==> src/rtl/driver_pkg.sv <==
// rtl/driver_pkg.sv - shared types and default widths for the state debounce/pulse driver
package driver_pkg;

    typedef enum logic [1:0] {
        IDLE   = 2'd0,
        SETTLE = 2'd1,
        HOLD   = 2'd2
    } fsm_t;

    localparam int DEF_STATE_W     = 7;
    localparam int DEF_SETTLE_BITS = 3;
    localparam int DEF_HOLD_BITS   = 5;

endpackage

==> src/rtl/sat_counter.sv <==
// rtl/sat_counter.sv - saturating up-counter with clear and terminal-count flag
module sat_counter #(
    parameter int W = 3
) (
    input  logic clk,
    input  logic rst_n,
    input  logic clear,
    input  logic inc,
    output logic term
);

    logic [W-1:0] count;

    // Terminal flags the last increment before the all-ones value, so the
    // owner can act on the edge that completes 2^W-1 counted edges.
    assign term = (count == {{(W-1){1'b1}}, 1'b0});

    always_ff @(posedge clk) begin
        if (!rst_n) begin
            count <= '0;
        end else if (clear) begin
            count <= '0;
        end else if (inc && (count != {W{1'b1}})) begin
            count <= count + 1'b1;
        end
    end

endmodule

==> src/rtl/driver.sv <==
// rtl/driver.sv - waits for the state bus to settle, then pulses enable for a fixed hold time
module driver
    import driver_pkg::*;
#(
    parameter int STATE_W     = DEF_STATE_W,
    parameter int SETTLE_BITS = DEF_SETTLE_BITS,
    parameter int HOLD_BITS   = DEF_HOLD_BITS
) (
    input  logic               clk,
    input  logic               rst_n,
    input  logic [STATE_W-1:0] state,
    output logic               enable
);

    fsm_t               fsm;
    fsm_t               fsm_next;
    logic [STATE_W-1:0] last_state;
    logic               pending;
    logic               pending_next;
    logic               enable_next;
    logic               chg;
    logic               settle_clr;
    logic               settle_inc;
    logic               settle_term;
    logic               hold_clr;
    logic               hold_inc;
    logic               hold_term;

    assign chg = (state != last_state);

    sat_counter #(.W(SETTLE_BITS)) u_settle (
        .clk   (clk),
        .rst_n (rst_n),
        .clear (settle_clr),
        .inc   (settle_inc),
        .term  (settle_term)
    );

    sat_counter #(.W(HOLD_BITS)) u_hold (
        .clk   (clk),
        .rst_n (rst_n),
        .clear (hold_clr),
        .inc   (hold_inc),
        .term  (hold_term)
    );

    // last_state tracks the bus even in reset so release never looks like a change.
    always_ff @(posedge clk) begin
        last_state <= state;
        if (!rst_n) begin
            fsm     <= IDLE;
            pending <= 1'b0;
            enable  <= 1'b0;
        end else begin
            fsm     <= fsm_next;
            pending <= pending_next;
            enable  <= enable_next;
        end
    end

    always_comb begin
        fsm_next     = fsm;
        pending_next = pending;
        enable_next  = enable;
        settle_clr   = 1'b0;
        settle_inc   = 1'b0;
        hold_clr     = 1'b0;
        hold_inc     = 1'b0;
        case (fsm)
            IDLE: begin
                enable_next = 1'b0;
                if (chg) begin
                    fsm_next   = SETTLE;
                    settle_clr = 1'b1;
                end
            end
            SETTLE: begin
                enable_next = 1'b0;
                if (chg) begin
                    settle_clr = 1'b1;
                end else if (settle_term) begin
                    fsm_next    = HOLD;
                    enable_next = 1'b1;
                    hold_clr    = 1'b1;
                end else begin
                    settle_inc = 1'b1;
                end
            end
            HOLD: begin
                enable_next = 1'b1;
                if (chg) begin
                    pending_next = 1'b1;
                end
                // Changes seen during the pulse are deferred, not dropped.
                if (hold_term) begin
                    enable_next  = 1'b0;
                    pending_next = 1'b0;
                    if (pending || chg) begin
                        fsm_next   = SETTLE;
                        settle_clr = 1'b1;
                    end else begin
                        fsm_next = IDLE;
                    end
                end else begin
                    hold_inc = 1'b1;
                end
            end
            default: begin
                fsm_next     = IDLE;
                enable_next  = 1'b0;
                pending_next = 1'b0;
            end
        endcase
    end

endmodule

==> config.mk <==
export PLATFORM = sky130hd
export DESIGN_NAME = driver
export DESIGN_NICKNAME = d
export VERILOG_FILES = /design/src/rtl/driver_pkg.sv /design/src/rtl/sat_counter.sv /design/src/rtl/driver.sv
export SDC_FILE = /design/constraint.sdc
export NUM_CORES = 1
export LEC_CHECK = 0
export ABC_AREA = 1
export ABC_CLOCK_PERIOD_IN_PS = 2100
export BUFFER_PORTS_ARGS = -buffer_cell sky130_fd_sc_hd__buf_2
export CAP_MARGIN = 20
export CORE_ASPECT_RATIO = 1.75
export CORE_MARGIN = 2
export CORE_UTILIZATION = 45
export CTS_CLUSTER_DIAMETER = 80
export DETAILED_ROUTE_END_ITERATION = 8
export PLACE_DENSITY_LB_ADDON = 0.2
export REMOVE_ABC_BUFFERS = 1
export SLEW_MARGIN = 40
export SYNTH_ARGS = -nofsm -noshare
export SYNTH_HDL_FRONTEND = slang
export SYNTH_SLANG_ARGS = --single-unit
==> constraint.sdc <==
create_clock -name clk -period 2.1 [get_ports clk]
set_input_delay 0.42 -clock clk [delete_from_list [all_inputs] [get_ports clk]]
set_output_delay 0.42 -clock clk [all_outputs]
set_load 0.02 [all_outputs]
# After elaboration in Yosys (flattened, before gate mapping)
# Cells that the tools add are included.
[op_classes] add_sub_neg=2 eq_ne=12 muxes=22 bitwise=2 reduce_logical=9
[ops] cell="two-way mux 1 bit" n=14
[ops] cell="two-way mux 2 bit" n=4
[ops] cell="inequality test 2 bit, second input constant" n=4
[ops] cell="inequality test 7 bit" n=1
[ops] cell="inequality test 3 bit, second input constant" n=2
[ops] cell="one-hot mux 1 bit (2 select lines)" n=3
[ops] cell="one-hot mux 2 bit (3 select lines)" n=1
[ops] cell="OR reduction 2 bit" n=3
[ops] cell="adder 5 x 1 -> 5 bit, second input constant" n=1
[ops] cell="== test 5 bit, second input constant" n=1
[ops] cell="inequality test 5 bit, second input constant" n=1
[ops] cell="AND reduction 4 bit" n=1
[ops] cell="adder 3 x 1 -> 3 bit, second input constant" n=1
[ops] cell="== test 3 bit, second input constant" n=1
[ops] cell="== test 2 x 1 -> 1 bit, second input constant" n=1
[ops] cell="== test 2 bit, second input constant" n=1
[ops] cell="logical AND 1 bit" n=2
[ops] cell="logical NOT 2 bit" n=1
[ops] cell="inverter 1 bit" n=2
[ops] cell="AND reduction 2 bit" n=1
[ops] cell="logical OR 1 bit" n=1
[word_totals] reg_bits=19 in_bits=9 out_inout_bits=1 wordCells=53

# Longest topological paths before layout
# Gate-level depths: netlist (run 1).
[depth] word_depth=6 ltp_mapped=12 ltp_nobuf=12

# Cells and area by module
# A second synthesis (run 1) with hierarchy kept.
[unflattened] cells_unflattened=160 hier_area_um2=1113.6
[by_module_without_submodules] mod="driver" n_inst=1 cells_each=93 area_each_um2=638.1 seq_area_each_um2=220.2
[by_module_without_submodules] mod="sat_counter (u_hold)" n_inst=1 cells_each=40 area_each_um2=292.8 seq_area_each_um2=100.1
[by_module_without_submodules] mod="sat_counter (u_settle)" n_inst=1 cells_each=27 area_each_um2=182.7 seq_area_each_um2=60.1

# Least setup slack after synthesis (run 1)
# OpenSTA, ideal clock, no wires.
[synth_path] kind="register to register" from="register fsm[1]" to="register u_settle.count[1]" setup_time_ns=0.112 arrival_ns=1.261 required_ns=1.988 setup_slack_ns=0.726 path_stages_with_launch=10 n_path_buf=0 period_less_slack_ns=1.374 path_cell_list="dfxtp_1 -> inv_1 -> ha_1 -> inv_1 -> nor3b_2 -> nand2_4 -> nand2_1 -> o21ai_2 -> inv_1 -> nor2_1"
[synth_via] elab_chain_cells=4 elab_cells_between_ends=8 cone_classes="eq/ne (2); mux (2); reduce/logical (4)"
[synth_lines] element="from (decl)" line_no="driver.sv:15" text="fsm_t fsm;"
[synth_lines] element="from (signal assigned)" line_no="driver.sv:55" text="fsm <= fsm_next;"
[synth_lines] element="== test 2 x 1 -> 1 bit / logical NOT 2 bit (equally long branches)" line_no="driver.sv:69" text="case (fsm)"
[synth_lines] element="OR reduction 2 bit (no source line)"
[synth_lines] element="one-hot mux 1 bit (2 select lines)" line_no="driver.sv:69"
[synth_lines] element="OR reduction 2 bit (no source line)"
[synth_lines] element="to (signal assigned)" line_no="sat_counter.sv:24" text="count <= count + 1'b1;"
[synth_lines] element="to (decl)" line_no="sat_counter.sv:12" text="logic [W-1:0] count;"
# Several ways; a longest one is shown, not always the timed one.
# A chain may end at the register's enable or synchronous reset.

# Worst setup path after layout (run 1)
# Ends and elaborated chain as after synthesis.

==> results of run 1 <==
## cells by family after synthesis
logic type / after synthesis / share of synthesized area
buffers and inverters: 23 / 0.0868
AO/OA/AOI/OAI: 8 / 0.0452
AND/OR/NAND/NOR: 59 / 0.279
flip-flops: 19 / 0.361
XOR/XNOR: 9 / 0.0749
multiplexers: 1 / 0.00951
adder cells (fa/ha/maj): 12 / 0.143
## metal layers
| metal | vias to the layer above | share of wire | global-route usage |
|---|---|---|---|
| met3 | 5 | 0.017 | 0.0195 |
| met4 | 0 | 0.030 | 0.100 |
| met5 | - | 0 | 0 |
| met2 | 6 | 0.59 | 0.300 |
| li1 | 420 | - | - |
| met1 | 345 | 0.36 | 0.140 |
## synthesized netlist by cell type, drive strengths merged, types with 4 or more instances
cell   instances
a21oi          4
o21ai          4
ha            12
nor2          19
xnor2          5
inv           22
nand2         31
xor2           4
dfxtp         19
nand3          6
## registers in the layout (all words and copies together) (netlist names)
name and count:
enable 1, fsm 2, last_state 7, pending 1
u_hold.count 5, u_settle.count 3
## through the flow
| stage | hold slack, ps | util | instances | total power, mW |
|---|---|---|---|---|
| floorplan | 448 | - | 131 | 0.778 |
| CTS | 282 | 0.523 | 169 | 1.13 |
| global placement | 488 | 0.503 | 165 | 0.856 |
| detailed placement | 490 | 0.503 | 165 | 0.864 |
| finish | 282 | 0.523 | 169 | 1.11 |
| global route | 285 | 0.523 | 169 | 1.21 |
## power by group through the flow
stage          clock [mW]  sequential, mW  combinational [mW]
5_1_grt             0.275           0.450               0.489
3_5_place_dp            0           0.451               0.413
3_3_place_gp            0           0.448               0.408
4_1_cts             0.264           0.442               0.419
6_report            0.255           0.441               0.414
2_1_floorplan           0           0.445               0.333
## cell type report
type	count	area share
clock buffers	3	0.0351
clock inverters	1	0.00426
inverters	23	0.0777
multi-input cells	89	0.494
flip-flops and latches	19	0.324
well taps	25	0.0266
repair buffers	9	0.0383
## worst paths after layout
kind	endpoint	startpoint	slack, ps	depth (start not counted)
max	u_settle.count[1]	fsm[1]	560	9
min	last_state[6]	state[6]	280	1
max reg2reg	u_settle.count[1]	fsm[1]	560	9
min reg2reg	pending	pending	500	2
==> flow_summary.yaml, run 1 <==
sta:
  worst_pin_slew_ps: 270
  period_minus_slack_ps: 1540
  clock_skew_ps: 1.93
  timing.slew.headroom: 0.819
  drv_slew: 0
  rsz0062_at_grt: "false"
  fin_crit_sh: 0.732
  fmax_ghz: 0.650
  fin_setup_tns_ps: 0
  finalSetupViolations: 0
  finalHoldViolations: 0
  setup_ws_ps: 562
routing:
  first_pass_iters: 4
  drc_errors: 0
  ant_nets: 0
  wl_per_cell_um: 10.1
  wirelength_um: 1700
  num_vias: 776
  drt-initial-drc-count: 14
  viasPerCell: 4.59
die:
  ios: 10
  die-area_um2: 2760
  placementRows: 23
  dieHeight_um: 68.0
  start_util: 0.469
  core_um2: 2240
  fp.dieW_um: 40.6
final_layout:
  final_layout_size_suffix_gt1_frac: 0.201
  layout_commonest_cell: "nand2_1"
  most-common-layout-cells: "27 x nand2_1, 21 x inv_1, 19 x dfxtp_1"
  final_nets: 166
  register_area_um2: 380
  final_area_um2: 1170
  area_delta_synth_final_pct: 11.7
  antenna_cells: 0
  multi_input_area_um2: 581
  fillCellCount: 240
worst_setup_path:
  crit_type: "reg2reg"
  slowest_delay_ps: 340
  crit_chain: "inv_1, ha_1, inv_1, nor3b_2, nand2_4, nand2_1, o21ai_2, inv_1, nor2_1"
  cp_common_cell: "inv_1"
  slowest_stage: "dfxtp_1"
  end_kind: "register"
  cp.required_ps: 2260
  worstPathArrival_ps: 1700
  critPathTopFamily: "simple AND/OR/NAND/NOR gates"
  path_buf_inv: 3
  cp-start-kind: "register"
  cp_max_fo: 4
flow_run:
  maxCapViolCount: 0
placement:
  dp_slack_ps: 554
  detailed_place_hpwl_um: 1410
  gp_congestion: 0.843
  portBuffers: 9
  place_area_um2: 1130
global_route:
  grt_pass1_vias: 808
  grt-ovfl-total: 0
  grt_start_max_net_pins: 12
  grt_first_pass_wirelength_um: 2990
  antenna_found_initial: 0
  grt_util_all_layers: 0.158
power_and_ir_drop:
  p_int_uw: 699
  ir_drop_mv: 0.558
  seqPwrFrac: 0.397
  p_per_area_nw_per_um2: 945
  power_leakage_nw: 0.574
  combinationalPowerShare: 0.373
  p_sw_uw: 411
  clockPowerShare: 0.229
  power_switching_share: 0.370
clock_network:
  clk_latency_ps: 260
  cts_resized: 0
  h-tree-depth: 1
  cts_tree: "built"
  cts.path.max_buffers: 2
  cts.sinks: 19
  hold_buffers: 0
  cts_setup_buffers: 0
  cts_buffers: 3
  path_clk_slew_ps: 70
  cts_root_buffer: "clkbuf_8"
synthesis:
  synth-main-ff-cell: "dfxtp_1"
  synth_edf_count: 0
  synth.top_cell.area_share: 0.361
  synth_cell_types: 24
  syn_area_um2: 1050
  synthArstFlopShare: 0
  yosysWarningCount: 0
  synth_cells: 131
  ys_seq_elements: 19
  seq_area_frac_synth: 0.361
  avgSynthCellArea_um2: 8.03
  yosys-top-cells-area: "dfxtp_1 36%, ha_1 14%, nand2_1 9.6%, inv_1 7.5%, nor2_1 5.4%"
  synth_area_leader_cell: "dfxtp_1"
min_path:
  hp-class: "in2reg"
run_status:
  status: "complete, no violations"
Note: power is estimated with default switching activity, not from simulation.
==> inputs of run 2 (changes only) <==
Settings changed: ABC_CLOCK_PERIOD_IN_PS 2100 to 1520.
Clock period 2.1 ns to 1.52 ns, I/O delays scaled along.
==> flow_summary.yaml, run 2 (same netlist as run 1, synthesis figures left out) <==
worst_setup_path:
  worstPathArrival_ps: 1590
  crit_chain: "inv_2, ha_1, nand2_1, nor2_2, nor2_4, nand2_4, buf_4, nand2_1, o21ai_0, inv_1, nor2_1"
  endpoint: "u_hold.count[1]"
  cp.depth: 11
  cp_max_fo: 5
  end_kind: "register"
  reg2reg_from: "u_hold.count[0]"
  cp_common_cell: "nand2_1"
  path_buf_inv: 3
  critPathTopFamily: "simple AND/OR/NAND/NOR gates"
  crit_path_start: "u_hold.count[0]"
  cp.required_ps: 1680
  timing.rr.end: "u_hold.count[1]"
  ff2ff_setup_slack_ps: 90
  slowest_stage: "dfxtp_2"
  slowest_delay_ps: 350
  crit_type: "reg2reg"
  rr_worst_depth: 11
  cp-start-kind: "register"
sta:
  worst_pin_slew_ps: 241
  timing.slew.headroom: 0.839
  fmax_ghz: 0.700
  drv_slew: 0
  hold_ws_ps: 162
  finalHoldViolations: 0
  rsz0062_at_grt: "true"
  period_minus_slack_ps: 1430
  clock_skew_ps: 2.11
  fin_crit_sh: 0.940
  finalSetupViolations: 0
  fin_setup_tns_ps: 0
die:
  die-area_um2: 2760
  core_um2: 2240
  placementRows: 23
  ios: 10
  fp.dieW_um: 40.6
  dieHeight_um: 68.0
  start_util: 0.469
clock_network:
  cts_buffers: 3
  clk_latency_ps: 260
  path_clk_slew_ps: 70
  h-tree-depth: 1
  cts_root_buffer: "clkbuf_8"
  cts.path.max_buffers: 2
  cts.sinks: 19
  cts_tree: "built"
  hold_buffers: 0
placement:
  detailed_place_hpwl_um: 1430
  dp.cells: 167
  place_area_um2: 1140
  portBuffers: 9
  gp_congestion: 0.836
routing:
  num_vias: 821
  drc_errors: 0
  wl_per_cell_um: 10.3
  ant_nets: 0
  drt-initial-drc-count: 8
  first_pass_iters: 4
  wirelength_um: 1790
  viasPerCell: 4.72
min_path:
  holdCritStartpoint: "state[3]"
  worstHoldPathCells: 1
  hp-class: "in2reg"
power_and_ir_drop:
  combinationalPowerShare: 0.404
  seqPwrFrac: 0.375
  p_per_area_nw_per_um2: 1330
  p_sw_uw: 618
  power_switching_share: 0.374
  ir_drop_mv: 0.964
  clockPowerShare: 0.220
  power_leakage_nw: 0.594
  p_int_mw: 1.04
run_status:
  status: "complete, no violations"
final_layout:
  final_layout_size_suffix_gt1_frac: 0.302
  layout_commonest_cell: "nand2_1"
  final_nets: 171
  instances_no_fill: 174
  area_delta_synth_final_pct: 18.3
  antenna_cells: 0
  top_regs: "last_state: 7 flops, u_hold.count: 5 flops, u_settle.count: 3 flops"
  largest_reg_flops: 7
  final_area_um2: 1240
  fillCellCount: 237
  top_register: "last_state"
  fin_util: 0.555
  most-common-layout-cells: "27 x nand2_1, 17 x inv_1, 16 x dfxtp_1"
global_route:
  globalRouteMet3Util: 0.0195
  grt_start_max_net_pins: 13
  gr-max-usage-layer: "met2"
  use_met2: 0.290
  grt_pass1_vias: 763
  grtUsageMet1: 0.151
  grt-ovfl-total: 0
  antenna_found_initial: 0
  grt_first_pass_wirelength_um: 2990
  grt_util_all_layers: 0.160
flow_run:
  maxCapViolCount: 0
[run 2: changes by cell type in the layout (fill, tap and decap cells not counted), moves of 3 or more]
cell / previous run / this run
buf_4: 0 / 5
inv_1: 21 / 17
inv_2: 1 / 5
dfxtp_1: 19 / 16
dfxtp_2: 0 / 3
ha_1: 12 / 9
ha_2: 0 / 3
[run 2: power by group through the flow]
stage / Combinational, mW / Sequential, mW / Clock (mW)
global route: 0.770 / 0.630 / 0.390
finish: 0.669 / 0.621 / 0.365
floorplan: 0.460 / 0.615 / 0
detailed placement: 0.598 / 0.624 / 0
global placement: 0.580 / 0.616 / 0
CTS: 0.601 / 0.612 / 0.375
[run 2: cell type report]
class                      count  area, µm²  area share
tap                           25       31.3      0.0251
sequential                    19        384       0.309
clock inverter                 1       7.51     0.00603
clock buffer                   3       41.3      0.0332
timing repair buffer          14       82.6      0.0663
multi-input combinational     89        607       0.487
inverter                      23       91.3      0.0734
[run 2: worst min path at each step]
stage	endpoint	slack, ps
global route	last_state[0]	160
finish	last_state[3]	160
floorplan	last_state[0]	330
global placement	last_state[6]	430
CTS	last_state[6]	160
detailed placement	last_state[3]	440
[run 2: repair_timing]
| action | in CTS | in global routing |
|---|---|---|
| hold endpoints to repair | 0 | 0 |
| endpoints found under the setup margin | 0 | 9 |
| buffers inserted | 0 | 3 |
| gates resized for setup | 0 | 14 |
[run 2: metal layers]
layer	vias to the layer above	wire, µm
met5	-	0
met4	0	74
met3	7	27
met2	8	1020
met1	373	667
li1	433	-
[run 2: metrics by stage]
step	power (mW)	setup WS [ps]
2_1_floorplan	1.07	146
3_3_place_gp	1.20	92.7
3_5_place_dp	1.22	40.0
4_1_cts	1.59	9.36
5_1_grt	1.79	-12.7
6_report	1.66	91.1
==> inputs of run 3 (changes only) <==
Settings changed: ABC_AREA 1 to not set, CORE_ASPECT_RATIO 1.75 to not set.
==> flow_summary.yaml, run 3 <==
synthesis:
  syn_area_um2: 968
  synth_edf_count: 0
  synth_compound_gate_area_share: 0.120
  synth.top_cell.area_share: 0.393
  synth_xor_xnor_area_share: 0.0995
  synth.area.mux_share: 0.0310
  avgSynthCellArea_um2: 10.2
  yosysWarningCount: 0
  synth_cell_types: 29
  synth-main-ff-cell: "dfxtp_1"
  yosys-top-cells-area: "dfxtp_1 39%, ha_1 16%, xnor2_1 8.1%, nor2_1 3.5%, mux2i_1 3.1%"
  netlist_top_cells_count: "19 x dfxtp_1, 12 x ha_1, 9 x nor2_1, 9 x xnor2_1"
  synthSimpleGateAreaFrac: 0.174
  synthArstFlopShare: 0
  synth.most_common_cell: "dfxtp_1"
  synthAdderAreaFrac: 0.155
  synth_top_family_by_area: "simple AND/OR/NAND/NOR gates"
  seq_area_frac_synth: 0.393
  ys_seq_elements: 19
  synth_cells: 95
  synth_area_leader_cell: "dfxtp_1"
power_and_ir_drop:
  p_sw_uw: 649
  seqPwrFrac: 0.353
  combinationalPowerShare: 0.491
  power_leakage_nw: 0.604
  p_per_area_nw_per_um2: 1230
  power.total_mw: 1.80
  clockPowerShare: 0.156
  p_int_mw: 1.16
  power_switching_share: 0.360
  ir_drop_mv: 0.928
sta:
  rsz0062_at_grt: "true"
  drv_slew: 0
  finalSetupViolations: 9
  finalHoldViolations: 0
  fin_crit_sh: 1.07
  timing.slew.headroom: 0.768
  clock_skew_ps: 12.8
  setup_ws_ps: -114
  fmax_ghz: 0.612
  period_minus_slack_ps: 1630
  worst_pin_slew_ps: 348
clock_network:
  h-tree-depth: 1
  clk_latency_ps: 320
  cts_buffers: 3
  cts_root_buffer: "clkbuf_4"
  path_clk_slew_ps: 130
  cts_tree: "built"
  cts.path.max_buffers: 2
  cts.sinks: 19
global_route:
  grt_util_all_layers: 0.186
  grt_first_pass_wirelength_um: 3510
  grt_pass1_vias: 793
  grt-ovfl-total: 0
  grt_start_max_net_pins: 13
  antenna_found_initial: 0
placement:
  portBuffers: 9
  detailed_place_hpwl_um: 1330
  dp_slack_ps: -159
  gp_congestion: 0.794
run_status:
  status: "complete, but fails checks"
  violations: "setup timing"
min_path:
  hp-class: "in2reg"
  holdCritStartpoint: "state[2]"
  worstHoldPathCells: 1
  hold_path_end: "last_state[2]"
final_layout:
  final_nets: 156
  top_register: "last_state"
  fin_util: 0.735
  area_delta_synth_final_pct: 51.9
  antenna_cells: 0
  final_layout_size_suffix_gt1_frac: 0.567
  most-common-layout-cells: "24 x buf_4, 13 x dfxtp_1, 9 x buf_2"
  top_regs: "last_state: 7 flops, u_hold.count: 5 flops, u_settle.count: 3 flops"
  largest_reg_flops: 7
  fillCellCount: 150
  layout_commonest_cell: "buf_4"
routing:
  viasPerCell: 5.06
  drc_errors: 0
  wl_per_cell_um: 13.4
  num_vias: 814
  ant_nets: 0
  wirelength_um: 2160
  first_pass_iters: 4
  drt-initial-drc-count: 12
worst_setup_path:
  end_kind: "register"
  cp_max_fo: 2
  cp-start-kind: "register"
  crit_type: "reg2reg"
  slowest_delay_ps: 350
  rr_worst_depth: 8
  timing.rr.end: "fsm[0]"
  cp.required_ps: 1780
  worstPathArrival_ps: 1890
  crit_chain: "buf_4, ha_2, nand2_1, buf_4, a221oi_4, nand2_1, o31ai_2, a32o_1"
  reg2reg_from: "u_settle.count[1]"
  ff2ff_setup_slack_ps: -110
  path_buf_inv: 2
  critPathTopFamily: "compound AO/OA/AOI/OAI gates"
  slowest_stage: "dfxtp_2"
die:
  dieHeight_um: 50.4
  ios: 10
  die-area_um2: 2540
  start_util: 0.484
  core_um2: 2000
  fp.dieW_um: 50.4
  placementRows: 16
flow_run:
  maxCapViolCount: 0
run 3: cell count changes in the layout (fill, tap and decap cells not counted), sizes merged, moves of 4 or more:
| cell | before | now |
|---|---|---|
| nand4 | 0 | 4 |
| nor2 | 19 | 10 |
| inv | 22 | 7 |
| buf | 14 | 35 |
| nand2 | 31 | 7 |
| xnor2 | 5 | 9 |
| nand3 | 6 | 1 |
run 3: cells by family (layout without fill, tap and decap cells):
family                   after synthesis  count (layout)
AND/OR/NAND/NOR                       28              28
multiplexers                           3               3
XOR/XNOR                              11              11
flip-flops                            19              19
AO/OA/AOI/OAI                         15              15
buffers and inverters                  7              46
adder cells (fa/ha/maj)               12              12
run 3: area by class of cell:
type	count	area, µm²	area share
Tap cell	27	33.8	0.0230
Timing Repair Buffer	35	248	0.168
Clock inverter	1	7.51	0.00510
Inverter	7	28.8	0.0196
Clock buffer	3	22.5	0.0153
Sequential cell	19	393	0.267
Multi-Input combinational cell	69	738	0.502
run 3: repair_timing:
action / 4_1_cts / 5_1_grt
pin swaps: 15 / 7
hold buffers: 0 / 0
setup buffers: 6 / 2
setup endpoints to repair: 10 / 11
hold endpoints to repair: 0 / 0
gates resized for setup: 34 / 9
run 3: worst max path at each step:
stage	slack, ps	endpoint	depth (start not counted)	startpoint
3_3_place_gp	-110	u_settle.count[2]	6	u_settle.count[0]
6_report	-110	fsm[0]	8	u_settle.count[1]
2_1_floorplan	-90	u_hold.count[3]	7	u_hold.count[0]
4_1_cts	-90	u_settle.count[2]	6	u_settle.count[1]
3_5_place_dp	-160	u_hold.count[1]	7	u_hold.count[0]
5_1_grt	-210	u_settle.count[1]	5	last_state[6]
run 3: power groups by stage:
| stage | clock network (mW) | logic [mW] | registers [mW] |
|---|---|---|---|
| 3_3_place_gp | 0 | 0.610 | 0.612 |
| 4_1_cts | 0.285 | 0.753 | 0.631 |
| 2_1_floorplan | 0 | 0.349 | 0.619 |
| 6_report | 0.281 | 0.886 | 0.637 |
| 3_5_place_dp | 0 | 0.621 | 0.617 |
| 5_1_grt | 0.304 | 0.962 | 0.646 |
run 3: metrics by stage:
step | cells | area, µm² | hold WS, ps | setup TNS [ps]
floorplan | 95 | 968 | 332 | -251
global placement | 149 | 1180 | 431 | -660
detailed placement | 149 | 1180 | 434 | -1040
CTS | 159 | 1400 | 104 | -512
global route | 161 | 1470 | 86.9 | -1400
finish | 161 | 1470 | 97.9 | -617
run 3: per-layer routing:
| layer | vias to the layer above | routed length [µm] | track usage |
|---|---|---|---|
| li1 | 417 | - | - |
| met1 | 378 | 1000 | 0.236 |
| met2 | 14 | 1040 | 0.305 |
| met3 | 5 | 65 | 0.0357 |
| met4 | 0 | 44 | 0.0811 |
| met5 | - | 0 | 0 |
